--- src/rtl/fp_pkg.sv ---
// rtl/fp_pkg.sv - shared floating-point class encoding and format helpers
package fp_pkg;

    typedef enum logic [2:0] {
        FP_ZERO,
        FP_SUB,
        FP_NORM,
        FP_INF,
        FP_NAN
    } fp_class_e;

    function automatic int fp_bias(input int exp_w);
        return (1 << (exp_w - 1)) - 1;
    endfunction

    // Canonical quiet NaN: positive, exponent all ones, only the fraction MSB set.
    function automatic logic [63:0] fp_qnan(input int exp_w, input int man_w);
        logic [63:0] q;
        q = ((64'd1 << exp_w) - 64'd1) << man_w;
        q = q | (64'd1 << (man_w - 1));
        return q;
    endfunction

endpackage

--- src/rtl/fp_lzc.sv ---
// rtl/fp_lzc.sv - parametrised leading-zero counter
module fp_lzc #(
    parameter int WIDTH = 15
) (
    input  logic [WIDTH-1:0]               data,
    output logic [$clog2(WIDTH+1)-1:0]     cnt
);
    localparam int CNT_W = $clog2(WIDTH + 1);

    // Ascending scan: the highest set bit is the last to write the count.
    always_comb begin
        cnt = CNT_W'(WIDTH);
        for (int i = 0; i < WIDTH; i++) begin
            if (data[i]) begin
                cnt = CNT_W'(WIDTH - 1 - i);
            end
        end
    end

endmodule

--- src/rtl/fp_addsub_pipe.sv ---
// rtl/fp_addsub_pipe.sv - 3-stage pipelined IEEE-754 adder/subtractor with valid/ready
module fp_addsub_pipe
    import fp_pkg::*;
#(
    parameter int EXP_W = 5,
    parameter int MAN_W = 10,
    localparam int W = 1 + EXP_W + MAN_W
) (
    input  logic         clk,
    input  logic         reset,
    input  logic         in_valid,
    output logic         in_ready,
    input  logic [W-1:0] in_a,
    input  logic [W-1:0] in_b,
    input  logic         in_sub,
    output logic         out_valid,
    input  logic         out_ready,
    output logic [W-1:0] out_y,
    output logic         out_invalid,
    output logic         out_overflow,
    output logic         out_inexact
);
    localparam int FW   = MAN_W + 4;
    localparam int SW   = MAN_W + 5;
    localparam int LZ_W = $clog2(SW + 1);
    localparam int SH_W = $clog2(FW);
    localparam logic [63:0]      QNAN_WIDE = fp_qnan(EXP_W, MAN_W);
    localparam logic [W-1:0]     QNAN      = QNAN_WIDE[W-1:0];
    localparam logic [EXP_W-1:0] EXP_ONES  = '1;
    localparam logic [EXP_W:0]   EXP_MAX   = {1'b0, EXP_ONES};

    function automatic fp_class_e classify(input logic [W-1:0] v);
        if (v[W-2:MAN_W] == '0) begin
            return (v[MAN_W-1:0] == '0) ? FP_ZERO : FP_SUB;
        end
        if (v[W-2:MAN_W] == EXP_ONES) begin
            return (v[MAN_W-1:0] == '0) ? FP_INF : FP_NAN;
        end
        return FP_NORM;
    endfunction

    logic en;
    assign en       = !out_valid || out_ready;
    assign in_ready = en;

    fp_class_e        cls_a, cls_b;
    logic             sign_a, sign_b, a_ge_b;
    logic [W-2:0]     mag_x, mag_y;
    logic [EXP_W-1:0] exp_x_c, exp_y_c, exp_diff;
    logic [FW-1:0]    field_x_c, field_y_c, aligned_y_c;
    logic [2*FW-1:0]  shift_wide;
    logic [SH_W-1:0]  shamt;
    logic             spec_c, spec_inv_c;
    logic [W-1:0]     spec_y_c;

    always_comb begin
        cls_a  = classify(in_a);
        cls_b  = classify(in_b);
        sign_a = in_a[W-1];
        sign_b = in_b[W-1] ^ in_sub;
        a_ge_b = in_a[W-2:0] >= in_b[W-2:0];
        mag_x  = a_ge_b ? in_a[W-2:0] : in_b[W-2:0];
        mag_y  = a_ge_b ? in_b[W-2:0] : in_a[W-2:0];

        // Subnormals and zero behave as exponent 1 with hidden bit 0.
        exp_x_c   = (mag_x[W-2:MAN_W] == '0) ? EXP_W'(1) : mag_x[W-2:MAN_W];
        exp_y_c   = (mag_y[W-2:MAN_W] == '0) ? EXP_W'(1) : mag_y[W-2:MAN_W];
        field_x_c = {mag_x[W-2:MAN_W] != '0, mag_x[MAN_W-1:0], 3'b000};
        field_y_c = {mag_y[W-2:MAN_W] != '0, mag_y[MAN_W-1:0], 3'b000};
        exp_diff  = exp_x_c - exp_y_c;
        shamt     = (32'(exp_diff) > FW - 1) ? SH_W'(FW - 1) : SH_W'(exp_diff);

        shift_wide  = {field_y_c, {FW{1'b0}}} >> shamt;
        aligned_y_c = {shift_wide[2*FW-1:FW+1], shift_wide[FW] | (|shift_wide[FW-1:0])};

        spec_c     = 1'b0;
        spec_inv_c = 1'b0;
        spec_y_c   = QNAN;
        if (cls_a == FP_NAN || cls_b == FP_NAN) begin
            spec_c     = 1'b1;
            spec_inv_c = (cls_a == FP_NAN && !in_a[MAN_W-1]) || (cls_b == FP_NAN && !in_b[MAN_W-1]);
        end else if (cls_a == FP_INF && cls_b == FP_INF && sign_a != sign_b) begin
            spec_c     = 1'b1;
            spec_inv_c = 1'b1;
        end else if (cls_a == FP_INF) begin
            spec_c   = 1'b1;
            spec_y_c = {sign_a, in_a[W-2:0]};
        end else if (cls_b == FP_INF) begin
            spec_c   = 1'b1;
            spec_y_c = {sign_b, in_b[W-2:0]};
        end
    end

    logic             s1_valid, s1_sign, s1_eff_sub, s1_zero_sign, s1_spec, s1_spec_inv;
    logic [EXP_W-1:0] s1_exp;
    logic [FW-1:0]    s1_mx, s1_my;
    logic [W-1:0]     s1_spec_y;

    logic [SW-1:0]    sum_c;
    logic [LZ_W-1:0]  lzc_c;

    assign sum_c = s1_eff_sub ? ({1'b0, s1_mx} - {1'b0, s1_my}) : ({1'b0, s1_mx} + {1'b0, s1_my});

    fp_lzc #(.WIDTH(SW)) u_lzc (
        .data (sum_c),
        .cnt  (lzc_c)
    );

    logic             s2_valid, s2_sign, s2_zero_sign, s2_spec, s2_spec_inv;
    logic [EXP_W:0]   s2_exp;
    logic [SW-1:0]    s2_sum;
    logic [LZ_W-1:0]  s2_lzc;
    logic [W-1:0]     s2_spec_y;

    logic [EXP_W:0]   n_exp, r_exp;
    logic [FW-1:0]    norm_m;
    logic [LZ_W-1:0]  lshift;
    logic [MAN_W+1:0] rnd;
    logic             round_up, res_inv, res_ovf, res_inx;
    logic [W-1:0]     res_y;

    always_comb begin
        n_exp  = s2_exp;
        norm_m = s2_sum[FW-1:0];
        lshift = '0;
        if (s2_sum[SW-1]) begin
            norm_m = {s2_sum[SW-1:2], s2_sum[1] | s2_sum[0]};
            n_exp  = s2_exp + (EXP_W+1)'(1);
        end else begin
            lshift = s2_lzc - LZ_W'(1);
            // Stop at exponent 1; anything still unnormalised is subnormal.
            if (32'(lshift) > 32'(s2_exp) - 1) begin
                lshift = LZ_W'(s2_exp - (EXP_W+1)'(1));
            end
            norm_m = s2_sum[FW-1:0] << lshift;
            n_exp  = s2_exp - (EXP_W+1)'(lshift);
        end

        round_up = norm_m[2] & (norm_m[1] | norm_m[0] | norm_m[3]);
        rnd      = {1'b0, norm_m[FW-1:3]} + (MAN_W+2)'(round_up);
        r_exp    = n_exp;
        if (rnd[MAN_W+1]) begin
            rnd   = rnd >> 1;
            r_exp = n_exp + (EXP_W+1)'(1);
        end else if (!rnd[MAN_W]) begin
            r_exp = '0;
        end

        res_inv = 1'b0;
        res_ovf = r_exp >= EXP_MAX;
        res_inx = (|norm_m[2:0]) | res_ovf;
        res_y   = {s2_sign, r_exp[EXP_W-1:0], rnd[MAN_W-1:0]};
        if (res_ovf) begin
            res_y = {s2_sign, EXP_ONES, {MAN_W{1'b0}}};
        end
        if (s2_sum == '0) begin
            res_y   = {s2_zero_sign, {(W-1){1'b0}}};
            res_ovf = 1'b0;
            res_inx = 1'b0;
        end
        if (s2_spec) begin
            res_y   = s2_spec_y;
            res_inv = s2_spec_inv;
            res_ovf = 1'b0;
            res_inx = 1'b0;
        end
    end

    always_ff @(posedge clk or posedge reset) begin
        if (reset) begin
            s1_valid     <= 1'b0;
            s1_sign      <= 1'b0;
            s1_eff_sub   <= 1'b0;
            s1_zero_sign <= 1'b0;
            s1_spec      <= 1'b0;
            s1_spec_inv  <= 1'b0;
            s1_exp       <= '0;
            s1_mx        <= '0;
            s1_my        <= '0;
            s1_spec_y    <= '0;
            s2_valid     <= 1'b0;
            s2_sign      <= 1'b0;
            s2_zero_sign <= 1'b0;
            s2_spec      <= 1'b0;
            s2_spec_inv  <= 1'b0;
            s2_exp       <= '0;
            s2_sum       <= '0;
            s2_lzc       <= '0;
            s2_spec_y    <= '0;
            out_valid    <= 1'b0;
            out_y        <= '0;
            out_invalid  <= 1'b0;
            out_overflow <= 1'b0;
            out_inexact  <= 1'b0;
        end else if (en) begin
            s1_valid     <= in_valid;
            s1_sign      <= a_ge_b ? sign_a : sign_b;
            s1_eff_sub   <= sign_a ^ sign_b;
            s1_zero_sign <= sign_a & sign_b;
            s1_spec      <= spec_c;
            s1_spec_inv  <= spec_inv_c;
            s1_exp       <= exp_x_c;
            s1_mx        <= field_x_c;
            s1_my        <= aligned_y_c;
            s1_spec_y    <= spec_y_c;
            s2_valid     <= s1_valid;
            s2_sign      <= s1_sign;
            s2_zero_sign <= s1_zero_sign;
            s2_spec      <= s1_spec;
            s2_spec_inv  <= s1_spec_inv;
            s2_exp       <= {1'b0, s1_exp};
            s2_sum       <= sum_c;
            s2_lzc       <= lzc_c;
            s2_spec_y    <= s1_spec_y;
            out_valid    <= s2_valid;
            out_y        <= res_y;
            out_invalid  <= res_inv;
            out_overflow <= res_ovf;
            out_inexact  <= res_inx;
        end
    end

endmodule

--- config.mk ---
export PLATFORM = sky130hd
export DESIGN_NAME = fp_addsub_pipe
export DESIGN_NICKNAME = d
export VERILOG_FILES = /design/src/rtl/fp_pkg.sv /design/src/rtl/fp_lzc.sv /design/src/rtl/fp_addsub_pipe.sv
export SDC_FILE = /design/constraint.sdc
export NUM_CORES = 1
export LEC_CHECK = 0
export BUFFER_PORTS_ARGS = -buffer_cell sky130_fd_sc_hd__buf_2
export CORE_ASPECT_RATIO = 2
export CORE_MARGIN = 2
export CORE_UTILIZATION = 45
export CTS_BUF_LIST = sky130_fd_sc_hd__clkbuf_4 sky130_fd_sc_hd__clkbuf_8
export DETAILED_ROUTE_END_ITERATION = 12
export PLACE_DENSITY = 0.63
export RECOVER_POWER = 100
export SYNTH_ARGS = -nofsm -noshare
export SYNTH_HDL_FRONTEND = slang
export SYNTH_HIERARCHICAL = 1
export SYNTH_SLANG_ARGS = --single-unit
--- constraint.sdc ---
create_clock -name clk -period 10 [get_ports clk]
set_clock_uncertainty 0.1 [all_clocks]
set_input_delay 0.5 -clock clk [delete_from_list [all_inputs] [get_ports clk]]
set_output_delay 0.5 -clock clk [all_outputs]
set_load 0.1 [all_outputs]
**After elaboration in Yosys (flattened, before gate mapping)**

Cells that the tools add are included.

- Flip-flop bits (word level): 117
- Latch bits: 0
- Memory bits (writable): 0
- ROM bits: 0
- Output and inout port bits: 21
- Memories kept: 0

- $add $sub $neg: 10
- $mul: 0
- Divide/modulo/power cells: 0
- $lt $le $gt $ge: 4
- Equality and inequality tests: 7
- Shift operators: 2
- Muxes and demuxes: 65
- Bitwise gates (word level): 9
- Reductions and logical operators: 21

Operators by type and width:

| kind | count |
|---|---|
| $mux 16 | 6 |
| $mux 15 | 4 |
| $mux 4 | 11 |
| $mux 3 | 14 |
| $gt 4x32->1 | 1 |
| $shr 28x4->28 | 1 |
| $mux 1 | 21 |
| $logic_not 10->1 | 2 |
| $logic_not 5->1 | 4 |
| $mux 6 | 3 |
| $add 14x14->15 | 1 |
| $ge 15x15->1 | 1 |
| $logic_not 15->1 | 1 |
| $sub 14x14->15 | 1 |
| $mux 14 | 1 |
| $reduce_or 14->1 | 1 |
| $shl 14x4->14 | 1 |
| $add 11x1->12 | 1 |
| $eq 5x5->1 const B | 2 |
| $mux 10 | 1 |
| $mux 5 | 2 |
| $reduce_bool 5->1 | 2 |
| $sub 4x1->4 const B | 2 |
| $add 5x1->6 const B | 1 |
| other kinds (17) | 33 |

**Logic depth before layout (Yosys ltp)**

Gate-level depths: netlist of run 1.

- Word-level depth: 17
- Gate-level depth with buffers: 27
- Gate-level depth less buffers: 24

**Modules after synthesis**

The synthesis of run 1 kept the hierarchy.

Modules (own cells, without submodules):

| module | instances | cells each | area each (um^2) | seq. area each (um^2) |
|---|---|---|---|---|
| fp_addsub_pipe | 1 | 1168 | 9445.3 | 2927.8 |
| fp_lzc | 1 | 26 | 150.1 | 0.0 |

**Worst setup path before layout of run 1**

OpenSTA, ideal clock, no wires.

- Kind: input to register
- Start point: input in_b[11]
- End point: register s1_my[0]
- Setup time: 0.123 ns
- Arrival time: 6.037 ns
- Data required time: 9.777 ns
- Slack: 3.741 ns
- Stages on the path: 25
- Buffers on the path: 2
- Cell sequence: clkbuf_1 -> inv_1 -> ha_1 -> a21oi_1 -> nor2b_1 -> o21ai_0 -> nand2b_1 -> a211oi_1 -> clkbuf_1 -> mux2i_1 -> nor2b_1 -> a211o_1 -> ha_1 -> inv_1 -> ha_1 -> a21o_1 -> a21o_1 -> a221oi_1 -> xnor2_1 -> nor3_1 -> nand2_1 -> o2bb2ai_1 -> or3_1 -> or3_1 -> o221a_2

- Word-level cells in the longest chain between the ends: 10
- Elaborated cells on any way between the ends: 14
- Those cells by class: add/sub (1); order compare (2); shift (1); mux (5); bitwise (1); reduce/logical (4)

Ends and longest elaborated chain:

| element | line | source |
|---|---|---|
| from (decl) | fp_addsub_pipe.sv:14 | `input logic [W-1:0] in_b,` |
| $ge 15x15->1 | fp_addsub_pipe.sv:61 | `a_ge_b = in_a[W-2:0] >= in_b[W-2:0];` |
| $mux 15, on equally long branches | fp_addsub_pipe.sv:62, fp_addsub_pipe.sv:63 |  |
| $logic_not 5->1, on equally long branches | fp_addsub_pipe.sv:66, fp_addsub_pipe.sv:67 |  |
| $mux 5, on equally long branches | fp_addsub_pipe.sv:66, fp_addsub_pipe.sv:67 |  |
| $sub 5x5->5 | fp_addsub_pipe.sv:70 | `exp_diff = exp_x_c - exp_y_c;` |
| $gt 5x4->1 | fp_addsub_pipe.sv:71 | `shamt = (32'(exp_diff) > FW - 1) ? SH_W'(FW - 1) : SH_W'(exp_diff);` |
| $mux 4 | fp_addsub_pipe.sv:71 |  |
| $shr 28x4->28 (*) | fp_addsub_pipe.sv:73 | `shift_wide = {field_y_c, {FW{1'b0}}} >> shamt;` |
| $reduce_or 14->1 | fp_addsub_pipe.sv:74 | `aligned_y_c = {shift_wide[2*FW-1:FW+1], shift_wide[FW] \| (\|shift_wide[FW-1:0])};` |
| $or 1x1->1 (*) | fp_addsub_pipe.sv:74 |  |
| to (signal assigned) | fp_addsub_pipe.sv:204 | `s1_my <= aligned_y_c;` |
| to (decl) | fp_addsub_pipe.sv:96 | `logic [FW-1:0] s1_mx, s1_my;` |

Mark *: on every way between the ends. The rest lies on a longest branch, timed or not.
A chain may end at the register's enable or synchronous reset.

**Worst setup path after layout of run 1**

- Start point: input in_b[5]
- End point: register s1_my[4]

- Word-level cells in the longest chain between the ends: 8
- Elaborated cells on any way between the ends: 12
- Those cells by class: add/sub (1); order compare (2); shift (1); mux (5); reduce/logical (3)

Ends and longest elaborated chain:

| element | line |
|---|---|
| $ge 15x15->1 | fp_addsub_pipe.sv:61 |
| $mux 15, on equally long branches | fp_addsub_pipe.sv:62, fp_addsub_pipe.sv:63 |
| $logic_not 5->1, on equally long branches | fp_addsub_pipe.sv:66, fp_addsub_pipe.sv:67 |
| $mux 5, on equally long branches | fp_addsub_pipe.sv:66, fp_addsub_pipe.sv:67 |
| $sub 5x5->5 | fp_addsub_pipe.sv:70 |
| $gt 5x4->1 | fp_addsub_pipe.sv:71 |
| $mux 4 | fp_addsub_pipe.sv:71 |
| $shr 28x4->28 (*) | fp_addsub_pipe.sv:73 |

Marked as above.

==> run_results.csv, run 1 <==
group,metric,value,unit
clock_network,clockBufferDepth,2,
logic_synthesis,synth_cell_types,96,
placed_design,place_congestion,0.984,
global_routing,grt_pass1_vias,8904,
routing,ant_nets,0,
floorplan,fp.dieArea,0.0226,mm²
clock_network,insertion_delay,0.46,ns
critical_path,path_class,"in2reg",
logic_synthesis,async_flop_share,1.00,
sta,hold_viol,0,
cells_and_area,area_growth,8.04,%
critical_path,startpoint_type,"input port",
routing,drtIter0Drc,451,
logic_synthesis,yosys_warnings,6,
sta,setup_violations,0,
routing,vias,8984,
sta,fin_setup_tns,0,ns
floorplan,ios,58,
global_routing,grt_pass1_wl,46100,µm
sta,maxSlewViolCount,328,
run_status,violations,"capacitance limit, slew limit",
clock_network,root_buffer,"clkbuf_8",
global_routing,overflow,0,
clock_network,path_clk_slew,0.07,ns
sta,min_period,7.53,ns
logic_synthesis,seq_area_frac_synth,0.305,
logic_synthesis,synthFlopType,"dfrtp_1",
sta,relSlewSlack,-1.34,
sta,rsz0062_at_grt,"no",
logic_synthesis,synth_edf_count,0,
critical_path,cp_max_fo,19,
global_routing,antenna_found_initial,1,
logic_synthesis,syn_inst,1194,
cells_and_area,final_util,0.495,
logic_synthesis,syn-num-nets,1291,
routing,firstDrtPassIters,7,
floorplan,rows,75,
logic_synthesis,ys_top_cells_by_area,"dfrtp_1 31%, nand2_1 7.7%, ha_1 7.6%",
clock_network,cts_hold_buf,0,
cells_and_area,final_nets,1318,
cells_and_area,post_route_cells_drive_above_1_share,0.0917,
floorplan,coreArea,0.0209,mm²
global_routing,grt_max_degree,69,
floorplan,start_util,0.459,
logic_synthesis,synth_top_area_share,0.305,
routing,viasPerCell,5.98,
hold_path,hold_class,"in2reg",
flow_run,cap_violations,6,
logic_synthesis,ys_ff_latch,117,
sta,fmax,133,MHz
floorplan,die_h,211,µm
floorplan,die_w,107,µm
critical_path,end_kind,"register",
clock_network,cts_resized,0,
routing,routed_wl,29000,µm
clock_network,tritoncts_num_sinks,117,
critical_path,worst_ep_required_time,10.10,ns
logic_synthesis,syn_area,0.00960,mm²
routing,detail_route.wl_per_cell,19.3,µm
routing,drc,0,
sta,tightest_slew,3.51,ns
placed_design,hpwl,22600,µm
sta,period_share,0.753,
clock_network,cts_tree,"yes",
clock_network,htreeDepth,4,
clock_network,cts_setup_buffers,0,
logic_synthesis,synth_area_leader_cell,"dfrtp_1",
cells_and_area,num-fill-cells,2107,
clock_network,cts_buffers,17,
critical_path,critical_path_arrival,7.62,ns
run_status,status,"finished with violations",
placed_design,portBuffers,57,
global_routing,grt_usage,0.265,
logic_synthesis,avgSynthCellArea,8.04,µm²
worst max-delay path, stage by stage:
cell,delay [ns]
clkbuf_1,0.12
inv_1,0.08
ha_1,0.29
and3_1,0.19
a221oi_1,0.23
o21ai_0,0.27
a211oi_1,1.72
mux2i_1,0.35
nor2b_1,0.44
a211o_1,0.17
ha_1,0.14
inv_1,0.07
ha_1,0.20
a21o_1,0.18
a21o_1,0.17
a221oi_1,0.36
xnor2_1,0.30
nor3_1,0.69
nand2_1,0.11
a32o_1,0.34
mux2_2,0.27
a221oi_1,0.31
a21oi_1,0.09
synth_stat cells (5+ instances only):
master and n:
a21boi_0 7, nor4_1 15, clkbuf_1 36, nor2b_1 5, o32ai_1 5, a211oi_1 14
and2_1 18, o21ai_1 8, o221ai_1 5, a31o_1 8, nand2_1 198, nor2_1 125
nand4_1 9, o31a_1 6, and3_1 5, o21bai_1 8, nor3_1 14, o31ai_1 7
a22oi_1 5, a21o_1 15, buf_1 5, xor2_1 11, xnor2_1 23, o21a_1 6
mux2i_1 37, o22ai_1 6, inv_1 69, nand3_1 30, a31oi_1 7, or3_1 12
o21ai_0 63, ha_1 58, buf_2 8, a221oi_1 9, a221o_1 5, mux2_2 14
nand2b_1 18, o211ai_1 6, dfrtp_1 117, a21oi_1 73
stage by stage:
| step | setup WS [ns] | hold slack (ns) | instance area [µm²] | std cells |
|---|---|---|---|---|
| after floorplan | 3.74 | 0.330 | 9600 | 1194 |
| after global placement | 3.08 | 0.343 | 10000 | 1471 |
| after detailed placement | 2.97 | 0.349 | 10000 | 1471 |
| after CTS | 3.46 | 0.0125 | 10400 | 1501 |
| after global routing | 1.79 | 0.146 | 10400 | 1502 |
| final | 2.47 | 0.147 | 10400 | 1502 |
sequential cells by signal, indices dropped and copies added (netlist names), 4 cells and up:
signal and count:
out_y 16, s1_mx 11, s1_spec_y 16, s2_exp 5, s2_sum 15, s1_exp 5, s2_lzc 4, s1_my 14
s2_spec_y 16
path summary, 6_finish.rpt:
check	startpoint	cells after the start	slack (ns)	endpoint
max	in_b[5]	23	2.47	s1_my[4]
min	in_valid	3	0.15	s1_valid
max in group asynchronous	reset	3	5.17	s1_exp[2]
max reg2reg	out_valid	6	2.94	out_y[4]
min in group asynchronous	reset	2	0.55	out_valid
min reg2reg	s2_spec_y[14]	2	0.36	s2_spec_y[14]
final cells by class:
| class | count | area, µm² | share of cell area |
|---|---|---|---|
| sequential | 117 | 2930 | 0.282 |
| tap | 269 | 337 | 0.0325 |
| timing repair buffer | 62 | 284 | 0.0274 |
| clock inverter | 13 | 160 | 0.0154 |
| clock buffer | 17 | 234 | 0.0226 |
| multi-input combinational | 949 | 6140 | 0.593 |
| antenna | 1 | 2.50 | 0.000241 |
| inverter | 74 | 279 | 0.0269 |
kinds of logic after synthesis:
group	share of synthesized area
adder cells (fa/ha/maj)	0.0798
buffers and inverters	0.0546
multiplexers	0.0550
flip-flops	0.305
AO/OA/AOI/OAI	0.234
XOR/XNOR	0.0310
AND/OR/NAND/NOR	0.240
placed cells by master, fill, tap and decap left out, drive strengths merged, types with 7 or more instances in the layout:
master / instances
nor4: 15
nand2b: 18
o31ai: 9
xnor2: 23
a21oi: 74
inv: 72
nand2: 198
clkinv: 9
nor2: 127
dfrtp: 117
buf: 37
nor3: 15
mux2: 14
a31oi: 7
clkbuf: 42
or3: 12
a21boi: 7
mux2i: 37
a21o: 15
xor2: 11
o21bai: 8
ha: 58
o21ai: 73
a221oi: 11
a31o: 8
a211oi: 16
nand4: 10
and2: 18
nand3: 30
metal layers:
layer,track usage,vias to the layer above,share of wire
li1,-,4343,-
met1,0.246,4292,0.34
met2,0.512,244,0.56
met3,0.0411,105,0.028
met4,0.178,0,0.070
met5,0,-,0
Power of run 1 is not shown: default switching activity piles up to over one toggle a cycle in this logic, so the estimate is an artifact.
==> run 2: changes to the inputs <==
- clock period: 10 -> 7.1 ns (I/O delays scaled with it)
==> run 2 against run 1 <==
Effect of this change:
- the run still ends with capacitance limit, slew limit left
- global-route usage is 0.48 points higher
- critical endpoint is now out_y[14]
- final cell count grew 0.47%
- critical path depth unchanged
- first-iteration DRC count is 4.0% higher
- count of clock-buffer cells in the layout is 3 higher
==> run_results.csv, run 2 (synthesis results as in run 1) <==
group,metric,value,unit
cells_and_area,largestRegisters,"out_y: 16 flops, s1_spec_y: 16 flops, s2_spec_y: 16 flops",
clock_network,cts_resized,0,
floorplan,ios,58,
critical_path,cp_max_fo,15,
clock_network,cts_tree,"yes",
placed_design,hpwl,22600,µm
sta,fmax,155,MHz
global_routing,grt_pass1_wl,46700,µm
sta,period_share,0.907,
critical_path,r2r_cells,23,
critical_path,end_kind,"register",
cells_and_area,postLayoutCellArea,0.0104,mm²
sta,relSlewSlack,-1.38,
routing,viasPerCell,5.94,
flow_run,cap_violations,6,
routing,drtIter0Drc,469,
floorplan,start_util,0.459,
floorplan,rows,75,
routing,ant_nets,0,
sta,rsz0062_at_grt,"no",
critical_path,critical_path_arrival,6.68,ns
run_status,status,"finished with violations",
routing,drc,0,
cells_and_area,antenna_cells,0,
critical_path,path_class,"reg2reg",
sta,fin_setup_tns,0,ns
sta,setup_violations,0,
clock_network,root_buffer,"clkbuf_8",
floorplan,die_w,107,µm
global_routing,overflow,0,
clock_network,htreeDepth,4,
global_routing,grt_max_degree,73,
cells_and_area,num-fill-cells,2147,
critical_path,startpoint_type,"register",
routing,vias,8959,
clock_network,tritoncts_num_sinks,117,
run_status,violations,"capacitance limit, slew limit",
routing,firstDrtPassIters,5,
cells_and_area,final_util,0.499,
sta,tightest_slew,3.57,ns
cells_and_area,post_route_cells_drive_above_1_share,0.0952,
global_routing,antenna_found_initial,0,
clock_network,cts_buffers,17,
floorplan,die_h,211,µm
cells_and_area,most-common-layout-cells,"198 x nand2_1, 125 x nor2_1, 117 x dfrtp_1, 73 x a21oi_1, 69 x inv_1",
global_routing,grt_usage,0.270,
critical_path,r2r_end,"out_y[14]",
clock_network,clockBufferDepth,2,
cells_and_area,final_nets,1324,
clock_network,path_clk_slew,0.07,ns
global_routing,grt_pass1_vias,8989,
hold_path,min_from,"in_valid",
placed_design,dpl_cell_area,0.0101,mm²
sta,hold_viol,0,
placed_design,place_congestion,0.994,
hold_path,hold-path-endpoint,"s1_valid",
routing,routed_wl,29300,µm
clock_network,cts_setup_buffers,0,
floorplan,coreArea,0.0209,mm²
cells_and_area,area_growth,8.78,%
sta,maxSlewViolCount,341,
clock_network,insertion_delay,0.47,ns
floorplan,fp.dieArea,0.0226,mm²
placed_design,portBuffers,57,
critical_path,rrSetupSlack,0.66,ns
hold_path,hold_class,"in2reg",
sta,whs,0.0438,ns
cells_and_area,layout_commonest_cell,"nand2_1",
routing,detail_route.wl_per_cell,19.4,µm
critical_path,worst_ep_required_time,7.34,ns
hold_path,min_path_cells,3,
sta,min_period,6.44,ns
critical_path,timing.rr.start,"s2_lzc[0]",
-- run 2: final cells by class --
type / count / area, µm² / share of cell area
clock buffer: 20 / 263 / 0.0252
clock inverter: 12 / 153 / 0.0146
inverter: 74 / 279 / 0.0267
multi-input combinational: 949 / 6160 / 0.590
sequential: 117 / 2930 / 0.281
tap: 269 / 337 / 0.0322
timing repair buffer: 68 / 320 / 0.0307
-- run 2: layer usage --
layer,global-route usage,part of all wire,vias up
li1,-,-,4345
met1,0.255,0.34,4270
met2,0.514,0.56,227
met3,0.0349,0.026,117
met4,0.197,0.073,0
met5,0,0,-
-- run 2: repair_timing --
action / CTS / global route
setup endpoints to repair: 0 / 0
hold endpoints to repair: 48 / 0
hold buffers: 1 / 0
-- run 2: how the worst max path moves through the flow --
stage	startpoint	end	slack (ns)	cells past startpoint
2_1_floorplan	in_b[11]	s1_my[0]	0.99	25
3_3_place_gp	in_a[0]	s1_my[0]	0.57	25
3_5_place_dp	in_a[0]	s1_my[0]	0.45	25
4_1_cts	s2_lzc[0]	out_y[14]	0.91	23
5_1_grt	s2_lzc[0]	out_y[14]	0.25	23
6_report	s2_lzc[0]	out_y[14]	0.66	23
-- run 2: worst max-delay path: stages (launching register included) --
cell	delay (ns)
dfrtp_1	0.46
inv_1	0.13
ha_1	0.35
inv_1	0.10
ha_1	0.32
nor2b_1	0.16
o31ai_2	0.55
a221o_1	0.58
nor2_8	0.13
inv_1	0.33
a21oi_1	0.24
nand2_1	0.11
a32o_1	0.22
nor2_1	0.05
nor2_1	0.08
ha_1	0.18
o21ai_0	0.08
a31oi_1	0.50
and2_0	0.32
nand4_4	0.21
o31ai_1	0.43
o21ai_4	0.15
a211oi_1	0.42
o21ai_1	0.10
-- run 2: through the flow --
stage / setup WS (ns) / cells
after global routing: 0.250 / 1509
final: 0.659 / 1509
after detailed placement: 0.455 / 1476
after global placement: 0.571 / 1476
after CTS: 0.906 / 1509
after floorplan: 0.986 / 1194
Power of run 2 is left out for the same reason.
==> run 3: changes to the inputs <==
- ABC_AREA: default -> 1
- PLACE_DENSITY: 0.63 -> 0.65
- clock period: 7.1 -> 5.65 ns (I/O delays scaled with it)
==> run 3 against run 2 <==
Effect of this change:
- sequential share of layout area rose by 1.6 points
- sequential cell count did not move
- cell area fell by 5.4%
- register-to-register slack got worse by 0.08 ns
- highest routed layer unchanged
- critical path depth rose by 5
- largest cell class unchanged
- synthesized cell count rose by 9.1%
- via count fell by 2.8%
- wire length fell by 11%
- count of clock-buffer cells in the layout fell by 3
- the flow still finishes with violations (capacitance limit, slew limit)
==> run_results.csv, run 3 <==
group,metric,value,unit
logic_synthesis,synthSimpleGateAreaFrac,0.312,
global_routing,grt_usage,0.253,
logic_synthesis,synth_top_family_by_area,"simple AND/OR/NAND/NOR gates",
sta,whs,0.0215,ns
logic_synthesis,synth_cell_types,52,
sta,maxSlewViolCount,319,
routing,viasPerCell,5.37,
routing,firstDrtPassIters,7,
global_routing,antenna_found_initial,0,
global_routing,grt_pass1_vias,8632,
cells_and_area,largestRegisters,"out_y: 16 flops, s1_spec_y: 16 flops, s2_spec_y: 16 flops",
critical_path,path_class,"reg2reg",
logic_synthesis,synth_edf_count,0,
logic_synthesis,synthTopCellsByCount,"328 x nand2_1, 158 x inv_1, 131 x o21ai_0, 122 x nand3_1, 117 x dfrtp_1",
critical_path,end_kind,"register",
logic_synthesis,seq_area_frac_synth,0.325,
critical_path,critical_path_arrival,5.37,ns
run_status,status,"finished with violations",
critical_path,path_buf_inv,3,
routing,vias,8711,
cells_and_area,final_nets,1444,
floorplan,die_h,204,µm
sta,min_period,5.07,ns
critical_path,r2r_cells,28,
logic_synthesis,syn_area,0.00900,mm²
cells_and_area,most-common-layout-cells,"328 x nand2_1, 158 x inv_1, 131 x o21ai_0, 122 x nand3_1, 117 x dfrtp_1",
logic_synthesis,synth_top_area_share,0.325,
cells_and_area,post_route_cells_drive_above_1_share,0.0993,
critical_path,cp_slowest_stage_delay,0.43,ns
floorplan,fp.dieArea,0.0212,mm²
routing,ant_nets,0,
critical_path,cp_slowest_cell,"dfrtp_1",
floorplan,die_w,104,µm
sta,rsz0062_at_grt,"no",
sta,setup_ws,0.575,ns
critical_path,timing.rr.start,"s2_exp[0]",
logic_synthesis,ys_top_cells_by_area,"dfrtp_1 33%, nand2_1 14%, ha_1 8.1%",
logic_synthesis,synth.most_common_cell,"nand2_1",
hold_path,min_from,"in_b[8]",
critical_path,critical_path.top_delay_family,"simple AND/OR/NAND/NOR gates",
run_status,violations,"capacitance limit, slew limit",
critical_path,cp_max_fo,15,
sta,hold_viol,0,
logic_synthesis,yosys_warnings,6,
clock_network,root_buffer,"clkbuf_8",
routing,drtIter0Drc,415,
clock_network,htreeDepth,4,
clock_network,path_clk_slew,0.09,ns
cells_and_area,layout_commonest_cell,"nand2_1",
placed_design,portBuffers,57,
global_routing,overflow,0,
clock_network,cts_buffers,17,
clock_network,insertion_delay,0.47,ns
cells_and_area,finalNonFillerCells,1622,
hold_path,hold_class,"in2reg",
floorplan,rows,73,
critical_path,startpoint_type,"register",
sta,relSlewSlack,-0.523,
sta,fin_setup_tns,0,ns
logic_synthesis,synth.area.mux_share,0.00111,
logic_synthesis,syn-num-nets,1400,
clock_network,cts_tree,"yes",
placed_design,place_congestion,0.988,
logic_synthesis,synth-compound-area-share,0.156,
hold_path,min_path_cells,3,
hold_path,hold-path-endpoint,"s1_mx[11]",
flow_run,cap_violations,6,
logic_synthesis,synthFlopType,"dfrtp_1",
sta,setup_violations,0,
floorplan,start_util,0.456,
global_routing,grt_pass1_wl,42100,µm
logic_synthesis,ys_ff_latch,117,
clock_network,tritoncts_num_sinks,117,
logic_synthesis,synth_fa_ha_area_frac,0.0851,
placed_design,dp_slack,0.405,ns
logic_synthesis,syn_inst,1303,
placed_design,hpwl,20800,µm
routing,detail_route.wl_per_cell,16.0,µm
critical_path,rrSetupSlack,0.58,ns
cells_and_area,area_growth,9.65,%
sta,tightest_slew,2.27,ns
logic_synthesis,synth_area_leader_cell,"dfrtp_1",
global_routing,grt_max_degree,85,
critical_path,r2r_end,"out_y[14]",
logic_synthesis,avgSynthCellArea,6.91,µm²
routing,drc,0,
sta,fmax,197,MHz
clock_network,clockBufferDepth,2,
floorplan,ios,58,
floorplan,coreArea,0.0197,mm²
clock_network,cts_resized,0,
critical_path,worst_ep_required_time,5.95,ns
routing,routed_wl,26000,µm
sta,period_share,0.898,
logic_synthesis,async_flop_share,1.00,
logic_synthesis,synthXorXnorAreaFrac,0.0233,
placed_design,place_inst,1587,
cells_and_area,antenna_cells,0,
==> run 3: changes by cell type after synthesis, moves of 12 or more <==
cell and change:
nand3_1 +92, a21o_1 -14, and2_1 -16, nand4_1 +21
nand2_1 +130, xnor2_1 -15, mux2_2 -14, or3_1 -12
inv_1 +89, nor2_1 -32, a211oi_1 -12, o21ai_0 +68
mux2i_1 -36, nand2b_1 -18
==> run 3: per-stage QoR <==
stage | instance area (µm²) | util
after global placement | 9490 | 0.481
after detailed placement | 9490 | 0.481
after global routing | 9870 | 0.500
after floorplan | 9000 | -
after CTS | 9900 | 0.502
final | 9870 | 0.500
==> run 3: logic make-up (layout without fill, tap and decap cells) <==
| kind of cell | Yosys count | in the layout |
|---|---|---|
| AND/OR/NAND/NOR | 629 | 629 |
| AO/OA/AOI/OAI | 253 | 253 |
| buffers and inverters | 219 | 276 |
| flip-flops | 117 | 117 |
| adder cells (fa/ha/maj) | 60 | 60 |
| XOR/XNOR | 24 | 24 |
| multiplexers | 1 | 1 |
==> run 3: cell type report <==
class | instances | area [µm²]
repair buffers | 71 | 367
clock inverters | 15 | 154
flip-flops and latches | 117 | 2930
fillers | 2171 | 9860
inverters | 173 | 666
clock buffers | 17 | 234
well taps | 262 | 328
multi-input cells | 967 | 5190
==> run 3: layer usage <==
layer | part of all wire | track usage | vias up
met5 | 0 | 0 | -
met4 | 0.062 | 0.163 | 0
met3 | 0.026 | 0.0306 | 87
met2 | 0.57 | 0.507 | 223
met1 | 0.34 | 0.235 | 4015
li1 | - | - | 4386
==> run 3: how the worst max path moves through the flow <==
stage          slack, ns  depth (start not counted)   endpoint  startpoint
2_1_floorplan       1.11                         30   out_y[5]   s2_exp[0]
3_5_place_dp        0.41                         27  out_y[12]   s2_exp[0]
6_report            0.58                         28  out_y[14]   s2_exp[0]
4_1_cts             0.37                         27  out_y[12]   s2_exp[0]
3_3_place_gp        0.52                         27  out_y[12]   s2_exp[0]
5_1_grt             0.07                         32   s1_my[0]     in_b[2]
==> run 3: what timing repair did <==
action,4_1_cts,5_1_grt
endpoints found under the hold margin,53,0
hold buffers,2,0
setup buffers,0,1
setup endpoints to repair,0,12
==> run 3: worst register-to-register path: cells and delay by family (launching register included) <==
kind                       cells  cell delay [ns]
DFF                            1             0.43
and+or+nand+nor               10             1.54
AOI/OAI and AO/OA              9             1.08
xor gates and xnor gates       2             0.46
buffers and inverters          3             0.31
adders and majority gates      4             1.09
Power of run 3 is left out for the same reason.
